File: config.mk
export PLATFORM = sky130hd
export DESIGN_NAME = tff_counter
export DESIGN_NICKNAME = d
export VERILOG_FILES = /design/src/rtl/tff_pkg.sv /design/src/rtl/tff_cell.sv /design/src/rtl/tff_counter.sv
export SDC_FILE = /design/constraint.sdc
export NUM_CORES = 1
export LEC_CHECK = 0
export BUFFER_PORTS_ARGS = -buffer_cell sky130_fd_sc_hd__buf_2
export CAP_MARGIN = 10
export CELL_PAD_IN_SITES_DETAIL_PLACEMENT = 1
export CELL_PAD_IN_SITES_GLOBAL_PLACEMENT = 1
export CORE_MARGIN = 2
export CORE_UTILIZATION = 36
export DETAILED_ROUTE_END_ITERATION = 8
export PLACE_DENSITY_LB_ADDON = 0.12
export SETUP_SLACK_MARGIN = 0.2
export SYNTH_ARGS = -nofsm -noshare
export SYNTH_HDL_FRONTEND = slang
export SYNTH_SLANG_ARGS = --single-unit
export TNS_END_PERCENT = 30
File: constraint.sdc
create_clock -name C -period 4.84 [get_ports C]
set_clock_uncertainty 0.05 [all_clocks]
set_input_delay 0.242 -clock C [delete_from_list [all_inputs] [get_ports C]]
set_output_delay 0.242 -clock C [all_outputs]
set_load 0.1 [all_outputs]
File: src/rtl/tff_pkg.sv
// tff_pkg
// Shared definitions for the TFF-mapped counter family.
//   MAX_WIDTH    : widest counter the family supports
//   tff_pol_e    : active clock edge of a cell (falling / rising)
//   tff_mode_e   : behaviour at the range ends (wrap / saturate)
//   tff_terminal : top-of-range value (MODULUS-1) as a MAX_WIDTH vector,
//                  computed in 64 bits so MODULUS = 2**32 does not overflow
package tff_pkg;

    localparam int MAX_WIDTH = 32;

    typedef enum logic {
        TFF_NEG = 1'b0,
        TFF_POS = 1'b1
    } tff_pol_e;

    typedef enum logic {
        TFF_WRAP = 1'b0,
        TFF_SAT  = 1'b1
    } tff_mode_e;

    function automatic logic [MAX_WIDTH-1:0] tff_terminal(input longint modulus);
        return MAX_WIDTH'(modulus - 64'sd1);
    endfunction

endpackage

File: src/rtl/tff_cell.sv
// tff_cell
// Single toggle flip-flop bit with synchronous clear and set.
//   C : clock, active edge chosen by CLK_POL
//   R : synchronous clear (Q <= 0)
//   S : synchronous set   (Q <= 1)
//   T : toggle enable     (Q <= Q ^ T)
//   Q : stored bit
// R and S take precedence over T; the parent never asserts R and S together.
module tff_cell
    import tff_pkg::*;
#(
    parameter tff_pol_e CLK_POL = TFF_POS
) (
    input  logic C,
    input  logic R,
    input  logic S,
    input  logic T,
    output logic Q
);

    generate
        if (CLK_POL == TFF_POS) begin : g_pos
            // Rising-edge storage: clear, then set, then toggle
            always_ff @(posedge C) begin
                if (R) begin
                    Q <= 1'b0;
                end else if (S) begin
                    Q <= 1'b1;
                end else begin
                    Q <= Q ^ T;
                end
            end
        end else begin : g_neg
            // Falling-edge storage: same priority as the rising-edge variant
            always_ff @(negedge C) begin
                if (R) begin
                    Q <= 1'b0;
                end else if (S) begin
                    Q <= 1'b1;
                end else begin
                    Q <= Q ^ T;
                end
            end
        end
    endgenerate

endmodule

File: src/rtl/tff_counter.sv
// tff_counter
// Up/down counter built from a bank of WIDTH tff_cell bits.
//   C   : clock (rising edge when CLK_POL=1, falling edge when CLK_POL=0)
//   R   : synchronous active-high reset, Q <= RESET_VAL
//   E   : count enable
//   UP  : 1 = increment, 0 = decrement
//   LD  : parallel load of D (clamped to MODULUS-1)
//   D   : load value
//   Q   : counter value, range 0..MODULUS-1
//   TC  : terminal count, combinational from Q and UP
//   OVF : one-cycle pulse after a count that hit a range end
// Edge priority is R > LD > E. Reset and load drive the cells' set/clear
// inputs; counting drives only the toggle inputs.
module tff_counter
    import tff_pkg::*;
#(
    parameter int     WIDTH     = 8,
    parameter longint MODULUS   = longint'(1) << WIDTH,
    parameter int     SATURATE  = 0,
    parameter longint RESET_VAL = 0,
    parameter int     CLK_POL   = 1
) (
    input  logic             C,
    input  logic             R,
    input  logic             E,
    input  logic             UP,
    input  logic             LD,
    input  logic [WIDTH-1:0] D,
    output logic [WIDTH-1:0] Q,
    output logic             TC,
    output logic             OVF
);

    localparam tff_pol_e         POL   = (CLK_POL != 0) ? TFF_POS : TFF_NEG;
    localparam tff_mode_e        MODE  = (SATURATE != 0) ? TFF_SAT : TFF_WRAP;
    localparam logic [WIDTH-1:0] TERM  = WIDTH'(tff_terminal(MODULUS));
    localparam logic [WIDTH-1:0] RST_Q = WIDTH'(RESET_VAL);
    localparam bit               POW2  = (MODULUS == (longint'(1) << WIDTH));

    // Parameter sanity: refuse to elaborate an impossible counter
    generate
        if (WIDTH < 1 || WIDTH > MAX_WIDTH) begin : g_bad_width
            $error("tff_counter: WIDTH must be 1..32");
        end
        if (MODULUS < 2 || MODULUS > (longint'(1) << WIDTH)) begin : g_bad_modulus
            $error("tff_counter: MODULUS must satisfy 2 <= MODULUS <= 2**WIDTH");
        end
        if (RESET_VAL < 0 || RESET_VAL >= MODULUS) begin : g_bad_reset
            $error("tff_counter: RESET_VAL must be below MODULUS");
        end
    endgenerate

    logic             at_top;
    logic             at_bot;
    logic             count_en;
    logic             hit_end;
    logic             ovf_next;
    logic [WIDTH-1:0] ld_val;
    logic [WIDTH-1:0] tv_cnt;
    logic [WIDTH-1:0] tv;
    logic [WIDTH-1:0] cell_set;
    logic [WIDTH-1:0] cell_clr;

    assign at_top   = (Q == TERM);
    assign at_bot   = (Q == '0);
    assign count_en = ~R & ~LD & E;
    assign hit_end  = UP ? at_top : at_bot;
    assign TC       = hit_end;
    assign ovf_next = count_en & hit_end;

    // Out-of-range load values clamp to the top of the range
    assign ld_val = (D > TERM) ? TERM : D;

    generate
        if (POW2 && MODE == TFF_WRAP) begin : g_ripple
            // Full binary range wrapping: bit i toggles when all lower bits
            // are ones (up) or zeros (down), which also covers the wrap
            always_comb begin
                logic chain;
                chain  = 1'b1;
                tv_cnt = '0;
                for (int i = 0; i < WIDTH; i++) begin
                    tv_cnt[i] = chain;
                    chain     = chain & (UP ? Q[i] : ~Q[i]);
                end
            end
        end else begin : g_compare
            logic [WIDTH-1:0] q_next;

            // Arbitrary modulus or saturation: form the next value explicitly
            // and toggle exactly the bits that differ
            always_comb begin
                q_next = Q;
                if (UP) begin
                    if (at_top) begin
                        q_next = (MODE == TFF_SAT) ? Q : '0;
                    end else begin
                        q_next = Q + WIDTH'(1);
                    end
                end else begin
                    if (at_bot) begin
                        q_next = (MODE == TFF_SAT) ? Q : TERM;
                    end else begin
                        q_next = Q - WIDTH'(1);
                    end
                end
                tv_cnt = Q ^ q_next;
            end
        end
    endgenerate

    assign tv = count_en ? tv_cnt : '0;

    // Reset and load are applied through set/clear so they never depend on
    // the current count; exactly one of set/clear is active per bit
    assign cell_set = R ? RST_Q  : (LD ? ld_val  : '0);
    assign cell_clr = R ? ~RST_Q : (LD ? ~ld_val : '0);

    generate
        for (genvar i = 0; i < WIDTH; i++) begin : g_bit
            tff_cell #(
                .CLK_POL(POL)
            ) u_cell (
                .C(C),
                .R(cell_clr[i]),
                .S(cell_set[i]),
                .T(tv[i]),
                .Q(Q[i])
            );
        end
    endgenerate

    generate
        if (POL == TFF_POS) begin : g_ovf_pos
            // Range-end event, registered on the same edge as the count bits
            always_ff @(posedge C) begin
                if (R) begin
                    OVF <= 1'b0;
                end else begin
                    OVF <= ovf_next;
                end
            end
        end else begin : g_ovf_neg
            // Falling-edge variant of the range-end event register
            always_ff @(negedge C) begin
                if (R) begin
                    OVF <= 1'b0;
                end else begin
                    OVF <= ovf_next;
                end
            end
        end
    endgenerate

endmodule
==> results of run 1 <==
==> worst reg2reg max path: cells and delay by family, from the launching register on <==
family | cells | cell delay (ns)
compound gates | 2 | 0.45
flops | 1 | 0.38
simple gates | 2 | 0.99
==> layout make-up <==
class / count / area, µm²
clock buffers: 4 / 26.3
flip-flops and latches: 9 / 180
multi-input cells: 54 / 354
inverters: 1 / 3.75
well taps: 17 / 21.3
fillers: 217 / 993
repair buffers: 22 / 110
==> flip-flops by register name (all words and copies together) (netlist names) <==
signal and cells:
OVF 1, g_bit.u_cell.Q 8
==> routing by layer <==
metal | track usage | up-vias | share of wire
met3 | 0.0471 | 2 | 0.046
met5 | 0 | - | 0
li1 | - | 296 | -
met1 | 0.200 | 278 | 0.45
met2 | 0.247 | 15 | 0.49
met4 | 0.0686 | 0 | 0.013
==> stage by stage <==
step	hold WS (ns)	instances	setup slack (ns)	util
6_report	0.178	107	2.53	0.412
3_5_place_dp	0.456	103	2.80	0.396
4_1_cts	0.173	107	2.52	0.412
3_3_place_gp	0.451	103	2.85	0.396
2_1_floorplan	0.328	80	1.24	-
5_1_grt	0.188	107	2.42	0.412
==> cells by family (layout without fill, tap and decap cells) <==
family,count (synthesis),after routing,share of synthesized area
buffers and inverters,17,27,0.161
AND/OR/NAND/NOR,25,25,0.218
AO/OA/AOI/OAI,20,20,0.214
XOR/XNOR,9,9,0.124
flip-flops,9,9,0.283
==> where the power goes <==
group | switching (mW) | internal (mW) | total [mW]
Combinational | 0.0585 | 0.0190 | 0.0775
Sequential | 0.00855 | 0.0793 | 0.0879
Clock | 0.0283 | 0.0319 | 0.0602
==> worst max path at each step <==
stage	end	slack [ns]
2_1_floorplan	OVF	1.24
3_3_place_gp	TC	2.85
3_5_place_dp	TC	2.80
4_1_cts	TC	2.52
5_1_grt	TC	2.42
6_report	TC	2.53
==> synth_stat cells <==
cell type and n:
nand2_1 4, buf_6 1, xnor2_1 6, and4_2 1, or3_2 1, o21ai_0 2, a21oi_1 5, inv_1 1
or4_1 2, a22oi_1 1, nor2_1 6, nor3_1 1, buf_4 8, a21o_1 1, buf_2 1, or3_1 2
nand4_1 2, a21boi_1 1, nor2b_1 1, a311oi_1 1, o21bai_1 3, xor2_1 3, or3b_1 1, dfxtp_1 9
a221oi_1 2, and4_1 1, clkbuf_1 6, a211oi_1 4, nand3_1 3
==> results.json, run 1 <==
{
  "min_delay_worst_endpoint": "g_bit[0].u_cell.Q",
  "fin_area_um2": 696,
  "min_from": "D[0]",
  "grt_pass1_vias": 525,
  "worstPathRequired_ns": 4.55,
  "clk_pin_slew_ns": 0.06,
  "critical_path.startpoint_type": "register",
  "n_antenna_cell": 0,
  "total_leakage_power_nw": 0.288,
  "ys_types": 29,
  "cp_max_fo": 8,
  "arrival_ns": 2.01,
  "grt_setup_unrepaired": "false",
  "layout.nets": 104,
  "netlist_area_um2": 637,
  "fp-row-count": 15,
  "setup-tns-final_ns": 0,
  "hpwl_mm": 1.08,
  "syn_area_per_cell_um2": 7.96,
  "drv_slew": 0,
  "worstSkewPairLatency_ns": 0.26,
  "r2r_setup_slack_ns": 2.89,
  "power_density_mw_per_mm2": 324,
  "cts_resized": 0,
  "core_mm2": 0.00169,
  "synth_top_area_share": 0.283,
  "place.port_buffers": 22,
  "cts_buffer_depth": 2,
  "drt_iter0_drc": 1,
  "r2r-start": "g_bit[0].u_cell.Q",
  "die_area_mm2": 0.00212,
  "finalHoldViolations": 0,
  "yosysSeqAreaShare": 0.283,
  "area_delta_synth_final_pct": 9.23,
  "ios": 23,
  "cts.sinks": 9,
  "syn_nets": 93,
  "hold_path_depth": 3,
  "final_common_cell": "buf_2",
  "slowest_stage": "or4_1",
  "ant_nets": 0,
  "post-cts-setup-buffer-count": 0,
  "track_usage": 0.158,
  "grt_overflow_total": 0,
  "drc": 0,
  "max-slew-margin-rel": 0.676,
  "mostFrequentLayoutCells": "buf_2 (22), dfxtp_1 (9), nor2_1 (6), xnor2_1 (6), a21oi_1 (5)",
  "wl_mm": 1.42,
  "die_y_um": 46.1,
  "critical_path_buf_inv_count": 1,
  "worstPathCellList": "or4_1, o21ai_0, buf_2",
  "path_depth": 3,
  "antenna_found_initial": 0,
  "slowest_delay_ns": 0.65,
  "startpoint": "g_bit[0].u_cell.Q",
  "grt_max_degree": 16,
  "p_total_mw": 0.226,
  "vdd_drop_max_uv": 154,
  "die_w_um": 46.1,
  "yosysWarnings": 0,
  "cts_buffers": 3,
  "postCtsHoldBufs": 0,
  "cts_root_buf": "clkbuf_4",
  "grt_pass1_wl_mm": 2.36,
  "cap_violations": 0,
  "synth_top_area_cell": "dfxtp_1",
  "setup_viol": 0,
  "period_needed_ns": 2.31,
  "vias": 591,
  "fmax_mhz": 434,
  "routedWlPerCell_um": 13.3,
  "viasPerCell": 5.52,
  "hp-class": "in -> reg",
  "timing.rr.end": "g_bit[7].u_cell.Q",
  "dr.pass1.iters": 3,
  "path_delay_family": "simple AND/OR/NAND/NOR gates",
  "synth-seq-cells": 9,
  "outcome": "finished, final reports clean",
  "start_util": 0.377,
  "path_class": "reg -> out",
  "htree_levels": 1,
  "cts_tree": "built",
  "gp_congestion": 0.723,
  "place_area_um2": 669,
  "timing.final.crit_share": 0.476,
  "endpoint_kind": "primary output",
  "synth_area_leaders": "dfxtp_1 (28%), buf_4 (9.4%), xnor2_1 (8.3%)",
  "drive_above_1_share": 0.300,
  "tightestPinTransition_ns": 0.490,
  "reg2reg_depth": 4,
  "postSynthCellCount": 80
}
No activity file was read; power rests on OpenSTA's default activity.
==> run 2, diff against run 1 <==
Settings changed: ABC_AREA set to 1, CORE_UTILIZATION 36 to 33.
Clock period 4.84 ns to 2.3 ns, I/O delays scaled along.
==> run 2 against run 1 <==
Against the previous run: critical path depth grew 2; hold slack lost 0.13 ns; non-clock buffer count unchanged; largest cell class unchanged; synthesized cell count grew 36%; largest power group unchanged; global-route usage fell by 0.47 points; total power rose by 110%.
==> results.json, run 2 <==
{
  "slowest_delay_ns": 0.42,
  "finalHoldViolations": 0,
  "timing.final.crit_share": 0.764,
  "viasPerCell": 4.62,
  "power_density_mw_per_mm2": 611,
  "setup_viol": 0,
  "ys_types": 25,
  "grt_setup_unrepaired": "false",
  "area_delta_synth_final_pct": 12.0,
  "ios": 23,
  "timing.rr.end": "g_bit[4].u_cell.Q",
  "mostFrequentLayoutCells": "buf_2 (22), nor2_1 (16), nand2_1 (14)",
  "antenna_found_initial": 0,
  "vias": 693,
  "setup-tns-final_ns": 0,
  "total_leakage_power_nw": 0.411,
  "postCtsHoldBufs": 0,
  "reg2reg_depth": 8,
  "synth_area_leaders": "dfxtp_1 (25%), buf_4 (8.5%), nor2_1 (8.5%)",
  "hp-class": "in -> reg",
  "dr.pass1.iters": 3,
  "routedWlPerCell_um": 11.2,
  "arrival_ns": 1.59,
  "drc": 0,
  "period_needed_ns": 1.76,
  "synth_top_area_cell": "dfxtp_1",
  "postSynthCellCount": 109,
  "cts.sinks": 9,
  "min_delay_worst_endpoint": "g_bit[1].u_cell.Q",
  "hpwl_mm": 1.35,
  "outcome": "finished, final reports clean",
  "htree_levels": 1,
  "drt_iter0_drc": 4,
  "start_util": 0.357,
  "r2r-start": "g_bit[0].u_cell.Q",
  "yosysMostFrequentCell": "nor2_1",
  "syn_nets": 122,
  "die_area_mm2": 0.00253,
  "cap_violations": 0,
  "drive_above_1_share": 0.293,
  "largest_reg_flops": 8,
  "cts_buffers": 3,
  "core_mm2": 0.00198,
  "worstPathRequired_ns": 2.13,
  "clk_pin_slew_ns": 0.07,
  "synth_top_area_share": 0.255,
  "fmax_mhz": 569,
  "worstSkewPairLatency_ns": 0.26,
  "cts_buffer_depth": 2,
  "final_common_cell": "buf_2",
  "cp_max_fo": 5,
  "synthTopCellsByCount": "nor2_1 (16), nand2_1 (14), inv_1 (13), dfxtp_1 (9), nand3_1 (9)",
  "critical_path.startpoint_type": "register",
  "drv_slew": 0,
  "n_antenna_cell": 0,
  "pre_cts_ws_ns": 0.814,
  "tightestPinTransition_ns": 0.487,
  "track_usage": 0.154,
  "nFillCells": 284,
  "place.port_buffers": 22,
  "worstPathCellList": "inv_1, nor3_1, nand4_1, nand2_1, buf_2",
  "cts_resized": 0,
  "cts_tree": "built",
  "top_regs": "g_bit.u_cell.Q (8), OVF (1)",
  "max-slew-margin-rel": 0.678,
  "wl_mm": 1.69,
  "yosysSeqAreaShare": 0.255,
  "syn_area_per_cell_um2": 6.49,
  "die_y_um": 50.3,
  "min_from": "LD",
  "top_register": "g_bit.u_cell.Q",
  "vdd_drop_max_uv": 275,
  "post-cts-setup-buffer-count": 0,
  "path_class": "reg -> out",
  "yosysWarnings": 0,
  "gp_congestion": 0.765,
  "layout.nets": 137,
  "die_w_um": 50.3,
  "grt_overflow_total": 0,
  "fp-row-count": 16,
  "netlist_area_um2": 707,
  "hold_path_depth": 3,
  "grt_max_degree": 16,
  "cts_root_buf": "clkbuf_4",
  "grt_pass1_vias": 648,
  "setup_slack_ns": 0.544,
  "async_flop_share": 0,
  "slowest_stage": "buf_2",
  "synth-seq-cells": 9,
  "synth_enable_flop_cells": 0,
  "synth_flop_cell": "dfxtp_1",
  "ant_nets": 0,
  "endpoint_kind": "primary output",
  "grt_pass1_wl_mm": 2.94,
  "r2r_setup_slack_ns": 1.00
}
==> run 2: cell families (layout without fill, tap and decap cells) <==
logic type | after synthesis | in the layout | synth area share
flops | 9 | 9 | 0.255
xor+xnor | 6 | 6 | 0.0743
compound gates | 13 | 13 | 0.0920
buf+inv | 28 | 42 | 0.207
simple gates | 53 | 53 | 0.372
==> run 2: layout make-up <==
| type | count | area (µm²) | area share |
|---|---|---|---|
| clock buffer | 4 | 26.3 | 0.0332 |
| sequential | 9 | 180 | 0.227 |
| multi-input combinational | 72 | 380 | 0.480 |
| timing repair buffer | 22 | 110 | 0.139 |
| tap | 27 | 33.8 | 0.0427 |
| inverter | 16 | 61.3 | 0.0774 |
==> run 2: power breakdown <==
part	total (mW)	leakage, nW	switching, mW	internal [mW]
Sequential	0.182	0.0746	0.0156	0.166
Combinational	0.174	0.321	0.135	0.0389
Clock	0.128	0.0150	0.0607	0.0669
Total	0.484	0.411	0.212	0.272
==> run 2: worst max-delay path: cells and delay by family, from the launching register on <==
kind,cells,cell delay (ns)
buffers and inverters,2,0.51
DFF,1,0.39
and+or+nand+nor,3,0.42
==> run 2: worst max-delay path by stage <==
stage               slack, ns  depth (start not counted)         startpoint  to
finish                   0.54                          5  g_bit[4].u_cell.Q  TC
global placement         0.83                          5  g_bit[4].u_cell.Q  TC
global route             0.37                          5  g_bit[4].u_cell.Q  TC
detailed placement       0.81                          5  g_bit[4].u_cell.Q  TC
floorplan                0.67                          4  g_bit[3].u_cell.Q  TC
CTS                      0.52                          5  g_bit[4].u_cell.Q  TC
==> run 2: per-layer routing <==
metal | GRT usage | vias up | part of all wire
met3 | 0.0268 | 2 | 0.046
met4 | 0.0694 | 0 | 0.0077
li1 | - | 362 | -
met1 | 0.195 | 313 | 0.48
met5 | 0 | - | 0
met2 | 0.252 | 16 | 0.47
==> run 2: through the flow <==
stage               cell area [µm²]   util  total power [mW]  cells  hold WS [ns]
floorplan                       707      -             0.342    109         0.179
global placement                766  0.386             0.359    146         0.313
detailed placement              766  0.386             0.362    146         0.320
CTS                             792  0.400             0.492    150        0.0451
global route                    792  0.400             0.519    150        0.0716
finish                          792  0.400             0.484    150        0.0482
